`config.mk`:
```
export PLATFORM = sky130hd
export DESIGN_NAME = varredura_teclado
export DESIGN_NICKNAME = d
export VERILOG_FILES = /design/src/rtl/varredura_teclado_pkg.sv /design/src/rtl/varredura_teclado_sync_2ff.sv /design/src/rtl/varredura_teclado.sv
export SDC_FILE = /design/constraint.sdc
export NUM_CORES = 1
export LEC_CHECK = 0
export CORE_AREA = 2 2 88 90
export DETAILED_ROUTE_END_ITERATION = 7
export DIE_AREA = 0 0 90 92
export PLACE_DENSITY_LB_ADDON = 0.1
export SETUP_SLACK_MARGIN = 0.2
export SKIP_LAST_GASP = 1
export SYNTH_ARGS = -nofsm -noshare
export SYNTH_HDL_FRONTEND = slang
export SYNTH_SLANG_ARGS = --single-unit
```
`constraint.sdc`:
```
create_clock -name clk -period 4.35 [get_ports clk]
set_input_delay 1.0875 -clock clk [delete_from_list [all_inputs] [get_ports clk]]
set_output_delay 1.0875 -clock clk [all_outputs]
set_load 0.03 [all_outputs]
```
`src/rtl/varredura_teclado_pkg.sv`:
```
// Shared definitions for the keypad scanner: key codes, keymap and timing defaults.
// Timing defaults assume a 4 MHz clock: 1 ms per scan frame, 20 frames (~20 ms) to debounce.
// No logic here; the keymap lookup is a pure function.
package varredura_teclado_pkg;

  localparam int CLK_FREQ            = 4_000_000;
  localparam int FRAME_HZ            = 1000;
  localparam int DEBOUNCE_MS         = 20;
  localparam int SCAN_DIV_DFLT       = CLK_FREQ / (4 * FRAME_HZ);
  localparam int DEBOUNCE_SCANS_DFLT = DEBOUNCE_MS * FRAME_HZ / 1000;

  localparam logic [3:0] KEY_STAR = 4'hE;
  localparam logic [3:0] KEY_HASH = 4'hF;

  typedef enum logic [1:0] {
    S_IDLE,
    S_PRESS_DB,
    S_HELD,
    S_REL_DB
  } state_t;

  // Row r / column c of the 4x4 keypad to its 4-bit key code.
  function automatic logic [3:0] key_map(input logic [1:0] r, input logic [1:0] c);
    logic [3:0] k;
    unique case ({r, c})
      4'h0:    k = 4'h1;
      4'h1:    k = 4'h2;
      4'h2:    k = 4'h3;
      4'h3:    k = 4'hA;
      4'h4:    k = 4'h4;
      4'h5:    k = 4'h5;
      4'h6:    k = 4'h6;
      4'h7:    k = 4'hB;
      4'h8:    k = 4'h7;
      4'h9:    k = 4'h8;
      4'hA:    k = 4'h9;
      4'hB:    k = 4'hC;
      4'hC:    k = KEY_STAR;
      4'hD:    k = 4'h0;
      4'hE:    k = KEY_HASH;
      default: k = 4'hD;
    endcase
    return k;
  endfunction

endpackage

```
`src/rtl/varredura_teclado_sync_2ff.sv`:
```
// Two-flop synchroniser for asynchronous multi-bit level inputs (keypad rows).
// Latency: 2 clk cycles. No backpressure; outputs clear to zero under reset.
// Bits are synchronised independently; only suitable for slow, debounced levels.
module sync_2ff #(
  parameter int W = 1
) (
  input  logic         clk,
  input  logic         rst,
  input  logic [W-1:0] d,
  output logic [W-1:0] q
);

  logic [W-1:0] meta;

  // Two-stage capture of the asynchronous input.
  always_ff @(posedge clk or negedge rst) begin
    if (!rst) begin
      meta <= '0;
      q    <= '0;
    end else begin
      meta <= d;
      q    <= meta;
    end
  end

endmodule

```
`src/rtl/varredura_teclado.sv`:
```
// 4x4 keypad scanner: drives columns, debounces whole-scan frames, emits one event per press.
// Latency: key_valid one cycle after the accepting frame end; worst case (DB+1)*4*SCAN_DIV+3.
// No backpressure: key_valid is a single-cycle pulse, key_code holds until the next event.
module varredura_teclado
  import varredura_teclado_pkg::*;
#(
  parameter int SCAN_DIV       = SCAN_DIV_DFLT,
  parameter int DEBOUNCE_SCANS = DEBOUNCE_SCANS_DFLT
) (
  input  logic       clk,
  input  logic       rst,
  input  logic [3:0] row_in,
  output logic [3:0] col_out,
  output logic       key_valid,
  output logic [3:0] key_code,
  output logic       key_held
);

  localparam int DIV_W = (SCAN_DIV > 1) ? $clog2(SCAN_DIV) : 1;
  localparam int DB_W  = $clog2(DEBOUNCE_SCANS + 1);
  localparam logic [DIV_W-1:0] DIV_LAST  = DIV_W'(SCAN_DIV - 1);
  localparam logic [DB_W-1:0]  DB_TARGET = DB_W'(DEBOUNCE_SCANS);
  localparam logic [DB_W-1:0]  DB_ONE    = DB_W'(1);

  logic [DIV_W-1:0] div;
  logic [1:0]       col_sel;
  logic [3:0]       row_s;
  logic             sample;
  logic             frame_end;
  logic [2:0]       n_low;
  logic [1:0]       row_idx;
  logic [1:0]       acc_cnt;
  logic [3:0]       acc_code;
  logic [1:0]       frame_cnt;
  logic [3:0]       frame_code;
  state_t           state, state_n;
  logic [DB_W-1:0]  db, db_n, db_inc;
  logic [3:0]       cand, cand_n;
  logic [3:0]       code_n;
  logic             valid_n;

  sync_2ff #(.W(4)) u_row_sync (
    .clk (clk),
    .rst (rst),
    .d   (row_in),
    .q   (row_s)
  );

  // Rows are sampled at the last cycle of each column slot, giving the lines time to settle.
  assign sample    = (div == DIV_LAST);
  assign frame_end = sample && (col_sel == 2'd3);
  assign col_out   = ~(4'b0001 << col_sel);
  assign key_held  = (state == S_HELD) || (state == S_REL_DB);

  // Column slot timer and column selector.
  always_ff @(posedge clk or negedge rst) begin
    if (!rst) begin
      div     <= '0;
      col_sel <= 2'd0;
    end else if (sample) begin
      div     <= '0;
      col_sel <= col_sel + 2'd1;
    end else begin
      div <= div + 1'b1;
    end
  end

  // Count low rows in the current sample and remember which one.
  always_comb begin
    n_low   = 3'd0;
    row_idx = 2'd0;
    for (int i = 0; i < 4; i++) begin
      if (!row_s[i]) begin
        n_low   = n_low + 3'd1;
        row_idx = 2'(i);
      end
    end
  end

  // Fold this sample into the frame totals; a multi-row sample counts as a chord.
  always_comb begin
    frame_cnt  = acc_cnt;
    frame_code = acc_code;
    if (n_low == 3'd1) begin
      frame_cnt  = (acc_cnt == 2'd0) ? 2'd1 : 2'd2;
      frame_code = key_map(row_idx, col_sel);
    end else if (n_low >= 3'd2) begin
      frame_cnt = 2'd2;
    end
  end

  // Per-frame accumulators, cleared when the frame result is handed to the FSM.
  always_ff @(posedge clk or negedge rst) begin
    if (!rst) begin
      acc_cnt  <= 2'd0;
      acc_code <= 4'd0;
    end else if (frame_end) begin
      acc_cnt  <= 2'd0;
      acc_code <= 4'd0;
    end else if (sample) begin
      acc_cnt  <= frame_cnt;
      acc_code <= frame_code;
    end
  end

  assign db_inc = (db == DB_TARGET) ? db : db + 1'b1;

  // Debounce FSM next state, advanced only at frame ends.
  always_comb begin
    state_n = state;
    db_n    = db;
    cand_n  = cand;
    code_n  = key_code;
    valid_n = 1'b0;
    if (frame_end) begin
      unique case (state)
        S_IDLE: begin
          if (frame_cnt == 2'd1) begin
            cand_n  = frame_code;
            db_n    = DB_ONE;
            state_n = S_PRESS_DB;
          end
        end
        S_PRESS_DB: begin
          if (frame_cnt == 2'd1 && frame_code == cand) begin
            if (db_inc == DB_TARGET) begin
              code_n  = cand;
              valid_n = 1'b1;
              db_n    = '0;
              state_n = S_HELD;
            end else begin
              db_n = db_inc;
            end
          end else begin
            db_n    = '0;
            state_n = S_IDLE;
          end
        end
        S_HELD: begin
          if (frame_cnt == 2'd0) begin
            db_n    = DB_ONE;
            state_n = S_REL_DB;
          end
        end
        S_REL_DB: begin
          if (frame_cnt == 2'd0) begin
            if (db_inc == DB_TARGET) begin
              db_n    = '0;
              state_n = S_IDLE;
            end else begin
              db_n = db_inc;
            end
          end else begin
            db_n    = '0;
            state_n = S_HELD;
          end
        end
        default: begin
          db_n    = '0;
          state_n = S_IDLE;
        end
      endcase
    end
  end

  // FSM state and registered outputs.
  always_ff @(posedge clk or negedge rst) begin
    if (!rst) begin
      state     <= S_IDLE;
      db        <= '0;
      cand      <= 4'd0;
      key_code  <= 4'd0;
      key_valid <= 1'b0;
    end else begin
      state     <= state_n;
      db        <= db_n;
      cand      <= cand_n;
      key_code  <= code_n;
      key_valid <= valid_n;
    end
  end

endmodule

```
Word level (Yosys, flattened, before mapping)
Memory sizes are Yosys's and may differ from the RTL's.
Index checks and enable logic that the tools add are counted.
{"block": "word_totals", "regBits": 42, "mem_bits_ro": 64, "input_bits": 6, "elab_cells": 80, "memories": 1}
{"block": "classes", "add_sub_neg": 6, "order_cmp": 1, "n_eq_ne": 14, "shift": 1, "mux": 34, "bitwise": 1, "n_reduce_logical": 11}
{"name": "(no name shown)", "words": 16, "width": 4, "read_ports": 1, "rd_clocked_by_memory_dff": 0, "write_ports": 0, "line_no": "varredura_teclado_pkg.sv:25", "rtl": "unique case ({r, c})"}
{"cell": "$mux 5", "n": 6}
{"cell": "$mux 2", "n": 13}
{"cell": "$pmux 5 s4", "n": 1}
{"cell": "$mux 4", "n": 3}
{"cell": "$add 10x1->10 const B", "n": 1}
{"cell": "$eq 10x10->1 const B", "n": 1}
{"cell": "$eq 5x5->1 const B", "n": 2}
{"cell": "$mux 10", "n": 1}
{"cell": "$add 3x1->3 const B", "n": 3}
{"cell": "$mux 3", "n": 3}
{"cell": "$pmux 2 s4", "n": 1}
{"cell": "$eq 2x2->1 const B", "n": 3}
{"cell": "$logic_not 2->1", "n": 3}
{"cell": "$mux 1", "n": 6}
{"cell": "$ne 3x3->1 const B", "n": 2}
{"cell": "$reduce_and 3->1", "n": 2}
{"cell": "$add 5x1->5 const B", "n": 1}
{"cell": "$reduce_and 5->1", "n": 1}
{"cell": "$eq 2x1->1 const B", "n": 2}
{"cell": "$eq 4x4->1", "n": 1}
{"cell": "$not 4->4", "n": 1}
{"cell": "$reduce_and 4->1", "n": 1}
{"cell": "$shl 1x2->4 const A", "n": 1}
{"cell": "$eq 3x1->1 const B", "n": 1}
{"cell": "7 further kinds", "n": 8}

Depth between registers and ports, before layout
Gate-level depths: netlist of run 1.
{"block": "depth", "depth_word": 15, "mapped_depth": 14, "ltp_nobuf": 12}

By module
From an unflattened synthesis of run 1, not the netlist that was laid out.
{"block": "unflattened", "cells_unflattened": 259, "hier_area_um2": 2566.2}
{"module": "varredura_teclado", "instances": 1, "cells_each": 251, "area_each_um2": 2366.0, "seq_area_each_um2": 850.8}
{"module": "sync_2ff", "instances": 1, "cells_each": 8, "area_each_um2": 200.2, "seq_area_each_um2": 200.2}

Worst setup path before layout of run 1
No wires, ideal clock.
{"block": "synth_path", "path_kind": "register -> register", "from": "reg u_row_sync.q[1]", "to": "reg key_code[0]", "arrival_ps": 3184, "required_ps": 4225, "slack_ps": 1040, "stages_incl_launch_ff": 15, "n_path_buf": 2, "path_cell_list": "dfrtp_1 > inv_1 > ha_1 > or2b_1 > and2_1 > ha_1 > and2b_4 > a31oi_4 > nand3_4 > buf_6 > a211o_1 > a311oi_2 > and4_1 > buf_6 > mux2_4"}
{"block": "synth_between", "elab_chain_len": 11, "word_cells_on_any_way": 18}
{"element": "from (decl)", "line_no": "varredura_teclado_sync_2ff.sv:10", "rtl": "output logic [W-1:0] q"}
{"element": "from (signal assigned)", "line_no": "varredura_teclado_sync_2ff.sv:22", "rtl": "q <= meta;"}
{"element": "$mux 3", "line_no": "varredura_teclado.sv:73", "rtl": "if (!row_s[i]) begin"}
{"element": "$add 3x1->3", "line_no": "varredura_teclado.sv:74", "rtl": "n_low = n_low + 3'd1;"}
{"element": "$mux 3", "line_no": "varredura_teclado.sv:73"}
{"element": "$add 3x1->3", "line_no": "varredura_teclado.sv:74"}
{"element": "$mux 3", "line_no": "varredura_teclado.sv:73"}
{"element": "$ge 3x2->1", "line_no": "varredura_teclado.sv:87", "rtl": "end else if (n_low >= 3'd2) begin"}
{"element": "$mux 2", "line_no": "varredura_teclado.sv:87"}
{"element": "$mux 2", "line_no": "varredura_teclado.sv:84", "rtl": "if (n_low == 3'd1) begin"}
{"element": "$eq 2x1->1", "line_no": "varredura_teclado.sv:125", "rtl": "if (frame_cnt == 2'd1 && frame_code == cand) begin"}
{"element": "$logic_and 1x1->1 *", "line_no": "varredura_teclado.sv:125"}
{"element": "$reduce_and 4->1 (no source line) *"}
{"element": "to (signal assigned)", "line_no": "varredura_teclado.sv:178", "rtl": "key_code <= code_n;"}
{"element": "to (decl)", "line_no": "varredura_teclado.sv:15", "rtl": "output logic [3:0] key_code,"}
Mark *: on every way between the ends. The rest lies on a longest branch, timed or not.
A chain may end at the register's enable or synchronous reset.

Worst setup path in the final report of run 1
{"block": "layout_path", "from": "reg u_row_sync.q[1]", "to": "reg key_code[2]"}
Same word-level chain as after synthesis.

==> results of run 1 <==
state kept, by name (all words and copies together) (netlist names):
name	flops
div	10
db	5
acc_code	4
cand	4
key_code	4
u_row_sync.meta	4
u_row_sync.q	4
acc_cnt	2
col_sel	2
state	2
key_valid	1
critical path: stages (launching register included):
cell and delay [ns]:
dfrtp_1 0.42, inv_1 0.06, ha_1 0.22, or2b_1 0.27
and2_1 0.15, ha_1 0.28, and2b_4 0.17, a31oi_4 0.29
nand3_4 0.20, a211o_1 0.34, a311oi_2 0.28, and4_1 0.41
mux2_4 0.33
cells in the mapped netlist, types with 4 or more instances:
library cell / count
a22oi_1: 5
xor2_1: 7
xnor2_1: 6
ha_1: 13
a21oi_1: 7
nor3_1: 7
nand2_1: 22
nand2b_1: 5
nand3_1: 13
dfrtp_1: 42
o21ai_0: 15
a21o_1: 4
mux2_4: 4
nor2_1: 17
o21a_1: 4
clkbuf_1: 4
inv_1: 14
a31oi_1: 6
cell type report:
type / count / share of cell area
clock buffers: 6 / 0.0291
clock inverters: 2 / 0.0212
inverters: 14 / 0.0185
multi-input cells: 182 / 0.465
flip-flops and latches: 42 / 0.370
well taps: 102 / 0.0450
repair buffers: 15 / 0.0511
cell families (layout without fill, tap and decap cells):
logic type | after synthesis | after routing | share of synthesized area
compound gates | 55 | 55 | 0.151
xor+xnor | 15 | 15 | 0.0671
fa+ha+maj | 13 | 13 | 0.0656
buf+inv | 22 | 37 | 0.0439
flops | 42 | 42 | 0.424
mux | 9 | 9 | 0.0459
simple gates | 90 | 90 | 0.202
stage by stage:
step	area (sq um)	cells	utilization	hold WS, ns
final	2840	363	0.381	0.352
after global routing	2840	363	0.381	0.364
after CTS	2840	363	0.381	0.353
after detailed placement	2700	355	0.362	0.335
after global placement	2700	355	0.362	0.332
after floorplan	2480	246	-	0.331
per-layer routing:
metal | track usage | up-vias
met5 | 0 | -
met4 | 0.0577 | 0
li1 | - | 894
met1 | 0.161 | 823
met3 | 0.0247 | 7
met2 | 0.199 | 22
worst max path at each step:
stage	start	slack (ns)	endpoint	depth (start not counted)
2_1_floorplan	u_row_sync.q[1]	1.04	key_code[0]	14
3_3_place_gp	u_row_sync.q[1]	0.87	key_code[1]	12
3_5_place_dp	u_row_sync.q[1]	0.81	key_code[2]	12
4_1_cts	u_row_sync.q[1]	0.81	key_code[2]	12
5_1_grt	u_row_sync.q[1]	0.65	key_code[3]	12
6_report	u_row_sync.q[1]	0.83	key_code[2]	12
power groups by stage:
stage / combinational (mW) / clock, mW / sequential, mW
2_1_floorplan: 0.0773 / 0 / 0.403
3_3_place_gp: 0.0933 / 0 / 0.406
3_5_place_dp: 0.0940 / 0 / 0.406
4_1_cts: 0.0944 / 0.401 / 0.398
5_1_grt: 0.103 / 0.418 / 0.399
6_report: 0.0926 / 0.389 / 0.398
==> metrics.md, run 1 <==
| Metric | Value |
|---|---|
| Drt initial violations | `70` |
| Maximum fanout along the worst path | `11` |
| Die Wd | `approximately 90 um` |
| Worst Setup End Kind | `flip-flop` |
| Setup TNS | `0 ns` |
| Gate power share | `0.105` |
| Die height | `92 um` |
| Final Max Slew Viols | `0` |
| Cts hold-fix bufs | `0` |
| Core area | `between 7000 and 8000 sq um` |
| Tcrit/Tclk final | `0.809` |
| Max-cap viol count | `0` |
| Clock Power Share | `0.443` |
| Post-DP HPWL | `3400 um` |
| Register area | `1050 sq um` |
| DRT antenna net count | `0` |
| Total die area | `8280 sq um` |
| Sequential share of power | `0.452` |
| Commonest non-fill, non-tap cell in the layout | `dfrtp_1` |
| Sequential area share after synthesis | `0.424` |
| Count of different cell masters after synthesis | `51` |
| Final Hold Fails | `0` |
| Seq cells post-synth | `42` |
| CTS Buf Count | `5` |
| Total track usage | `0.124` |
| Ant. Diodes | `0` |
| Largest net degree at the start of global routing | `43` |
| Synth Net Count | `265` |
| Wire length on met1 | `approximately 2300 um` |
| DR WL met2 | `2120 um` |
| GRT overflow | `0` |
| P_leak | `1.23 nW` |
| Sw frac | `0.229` |
| TritonCTS clock tree | `built` |
| Clock-pin slew reported for the worst setup and hold paths after clock tree synthesis | `0.09 ns` |
| Fmax | `0.284 GHz` |
| Drt drc | `0` |
| Hold Path End | `u_row_sync.q[2]` |
| Worst hold path depth | `0` |
| Commonest cells after routing, fill and taps aside | `42 x dfrtp_1, 22 x nand2_1, 17 x nor2_1` |
| Synth Instances | `246` |
| WP data required | `4.55 ns` |
| Pwr dens | `310 nW/um^2` |
| Root Buffer Master | `clkbuf_8` |
| Vias/cell | `roughly 4.8` |
| Wire per inst | `between 10 and 15 um` |
| Fin nets | `279` |
| Routed Wire Length | `about 4600 um` |
| Main synth FF type | `dfrtp_1` |
| Final setup margin | `0.830 ns` |
| Pwr Total | `0.880 mW` |
| I/O pins | `16` |
| First-pass GRT wire length | `8250 um` |
| Initial antenna violation count | `0` |
| Worst slew pin tran | `0.966 ns` |
| Crit Path Category | `reg2reg` |
| PostCTS Resize Cnt | `0` |
| Clk_skew | `0.00837 ns` |
| Reg2reg path depth | `12` |
| Post-synth top area cell | `dfrtp_1` |
| Slew Limit Headroom | `0.356` |
| Drt pass-1 iters | `4` |
| VDD IR-drop max | `0.000139 V` |
| Clk buf depth | `2` |
| Clock sinks | `42` |
| Worst r2r dst | `key_code[2]` |
| Met3 wire length | `roughly 130 um` |
| Post-layout minimum cycle time | `3.52 ns` |
| Syn Area/Cell | `10.1 sq um` |
| Synth top area cells | `dfrtp_1 42%, ha_1 6.6%, nand2_1 3.3%` |
| Yosys Warn Count | `0` |
| Hold Crit Class | `reg2reg` |
| Share of post-route cells with drive strength above 1 | `0.0958` |
| Postcts setup bufs | `0` |
| I/O Buffers | `15` |
| Worst setup SP type | `flip-flop` |
| Placer congestion estimate | `between 0.7 and 0.8` |
| R2R Setup Slk | `0.83 ns` |
| Final Setup Violations | `0` |
| Via count | `1,746` |
| Ys async rst share | `1.00` |
| RSZ-0062 raised after global routing | `false` |
| Skew-Pair Late Insertion Delay | `approximately 0.31 ns` |
| Critical path arrival | `3.72 ns` |
| DP Worst Slack | `0.811 ns` |
| Area grow syn2layout | `14.5%` |
| Row Count | `32` |
| Psw | `0.202 mW` |
| Post-synth top area share | `0.424` |
| Top Layer Used | `met4` |
| H-tree depth | `2` |
| Multi-input logic area | `1320 sq um` |
| Post-Syn Area | `around 2500 sq um` |
| Outcome | `finished clean` |
| R2r startpoint | `u_row_sync.q[1]` |
| Vias in the first global route | `1,699` |
| Number of synthesized flops with an enable pin | `0` |
| Pint | `slightly below 0.7 mW` |
| Fillers | `765` |
| Hold path start | `u_row_sync.meta[2]` |
| Initial cell density of the core | `0.333` |
Power figures use the tool's default switching activity.
==> run 2: changes to the inputs <==
- clock period: 4.35 -> 2.86 ns (I/O delays scaled with it)
==> metrics.md, run 2 (synthesis gave the netlist of run 1 again) <==
| Metric | Value |
|---|---|
| Post-DP HPWL | `between 3000 and 4000 um` |
| Final setup margin | `-0.150 ns` |
| Fin nets | `318` |
| Worst Setup End Kind | `flip-flop` |
| Failing checks | `setup timing` |
| Crit-path slowest cell | `dfrtp_1` |
| Cts hold-fix bufs | `0` |
| First-pass GRT wire length | `8430 um` |
| Die height | `92 um` |
| DRT antenna net count | `0` |
| Initial cell density of the core | `0.333` |
| Final Max Slew Viols | `0` |
| Commonest non-fill, non-tap cell in the layout | `dfrtp_1` |
| R2r startpoint | `u_row_sync.q[0]` |
| Via count | `1,890` |
| Largest net degree at the start of global routing | `26` |
| Worst Setup EP | `key_code[1]` |
| Core area | `7450 sq um` |
| Crit Path Category | `reg2reg` |
| Fmax | `0.332 GHz` |
| Clk buf depth | `2` |
| Share of post-route cells with drive strength above 1 | `0.243` |
| Worst slew pin tran | `0.416 ns` |
| Routed Wire Length | `4850 um` |
| Met3 wire length | `154 um` |
| Post-layout minimum cycle time | `around 3 ns` |
| Final hold slack | `0.338 ns` |
| Critical Path Stages | `14` |
| Vias in the first global route | `approximately 1.8k` |
| R2R Setup Slk | `-0.15 ns` |
| Die Wd | `90 um` |
| Top cell by count, worst path | `and4_4` |
| H-tree depth | `2` |
| Drt drc | `0` |
| Placer congestion estimate | `roughly 0.78` |
| I/O Buffers | `15` |
| CP Launch Point | `u_row_sync.q[0]` |
| Largest regs | `div: 10 flops, db: 5 flops` |
| Fillers | `732` |
| CTS Buf Count | `5` |
| Initial antenna violation count | `0` |
| Clock-pin slew reported for the worst setup and hold paths after clock tree synthesis | `0.08 ns` |
| Maximum fanout along the worst path | `6` |
| Wire per inst | `roughly 12 um` |
| Drt pass-1 iters | `4` |
| Critical path arrival | `3.20 ns` |
| Total die area | `8280 sq um` |
| Worst setup SP type | `flip-flop` |
| Top cell family by delay on the critical path | `simple AND/OR/NAND/NOR gates` |
| Multi-input logic area | `1380 sq um` |
| VDD IR-drop max | `0.000157 V` |
| Ant. Diodes | `0` |
| Tcrit/Tclk final | `1.05` |
| WP data required | `between 3 and 4 ns` |
| Pwr dens | `395 nW/um^2` |
| Final Setup Violations | `6` |
| I/O pins | `16` |
| DP Worst Slack | `-0.271 ns` |
| Clk_skew | `0.00703 ns` |
| Vias/cell | `about 4.7` |
| Area grow syn2layout | `27.9%` |
| Max-cap viol count | `0` |
| Crit path cell chain | `inv_1 -> ha_2 -> or2b_1 -> and2_1 -> ha_1 -> and2b_4 -> a31oi_4 -> buf_6 -> and4_4 -> buf_4 -> o21a_1 -> a311oi_2 -> and4_4 -> mux2_4` |
| DR WL met2 | `2310 um` |
| Top Layer Used | `met4` |
| Reg2reg path depth | `14` |
| Commonest cells after routing, fill and taps aside | `42 x dfrtp_1, 33 x buf_4, 22 x nand2_1` |
| Slew Limit Headroom | `0.723` |
| Clock sinks | `42` |
| CP Buf/Inv Count | `3` |
| Register area | `1050 sq um` |
| Worst r2r dst | `key_code[1]` |
| Row Count | `32` |
| Drt initial violations | `33` |
| Root Buffer Master | `clkbuf_8` |
| GRT overflow | `0` |
| Final Hold Fails | `0` |
| RSZ-0062 raised after global routing | `true` |
| Outcome | `finished with violations` |
| Max stage delay on crit path | `0.34 ns` |
| P_leak | `1.41 nW` |
| Max reg flops | `10` |
| Hold Crit Class | `in2async` |
| TritonCTS clock tree | `built` |
| Most flop-heavy register | `div` |
| Total track usage | `0.126` |
| Wire length on met1 | `2320 um` |
| Skew-Pair Late Insertion Delay | `0.29 ns` |
[run 2: cell count changes in the layout (fill, tap and decap cells not counted), moves of 2 or more]
cell,previous run,this run
o21ai_1,0,7
nor3_1,7,5
buf_6,0,5
and4_4,0,3
buf_4,0,33
nor3_2,0,2
o21ai_0,15,8
bufinv_16,2,0
and4_1,3,0
[run 2: report_power, final]
part           internal, mW  total (mW)  switching, mW
sequential            0.599       0.601        0.00254
combinational         0.143       0.253          0.110
clock                 0.195       0.396          0.201
[run 2: per-stage QoR]
stage                      util  instances  cell area, sq um  power [mW]  setup TNS [ns]
after floorplan               -        246              2490       0.731           -1.36
after global placement    0.392        385              2920       0.808           -1.01
after detailed placement  0.392        385              2920       0.809           -1.41
after CTS                 0.419        401              3120        1.25          -0.793
after global routing      0.426        402              3170        1.32           -2.54
final                     0.426        402              3170        1.25          -0.640
[run 2: how the worst min path moves through the flow]
stage	slack (ns)	to	cells after the start
floorplan	0.33	u_row_sync.q[0]	0
global placement	0.33	u_row_sync.q[3]	0
detailed placement	0.33	u_row_sync.q[3]	0
CTS	0.35	u_row_sync.q[3]	0
global route	0.37	key_code[3]	1
finish	0.34	key_code[3]	1
[run 2: layout make-up]
class	count	area share
Clock buffer	7	0.0272
Tap cell	102	0.0403
Timing Repair Buffer	54	0.148
Inverter	14	0.0166
Sequential cell	42	0.331
Clock inverter	1	0.00158
Multi-Input combinational cell	182	0.435
[run 2: repair_timing]
item | 4_1_cts | 5_1_grt
gates resized for setup | 10 | 10
endpoints found under the setup margin | 17 | 18
setup buffers | 8 | 1
pin swaps | 6 | 7
[run 2: metal layers]
metal / vias up / global-route usage
li1: 973 / -
met1: 884 / 0.157
met2: 25 / 0.217
met3: 8 / 0.0271
met4: 0 / 0.0423
met5: - / 0
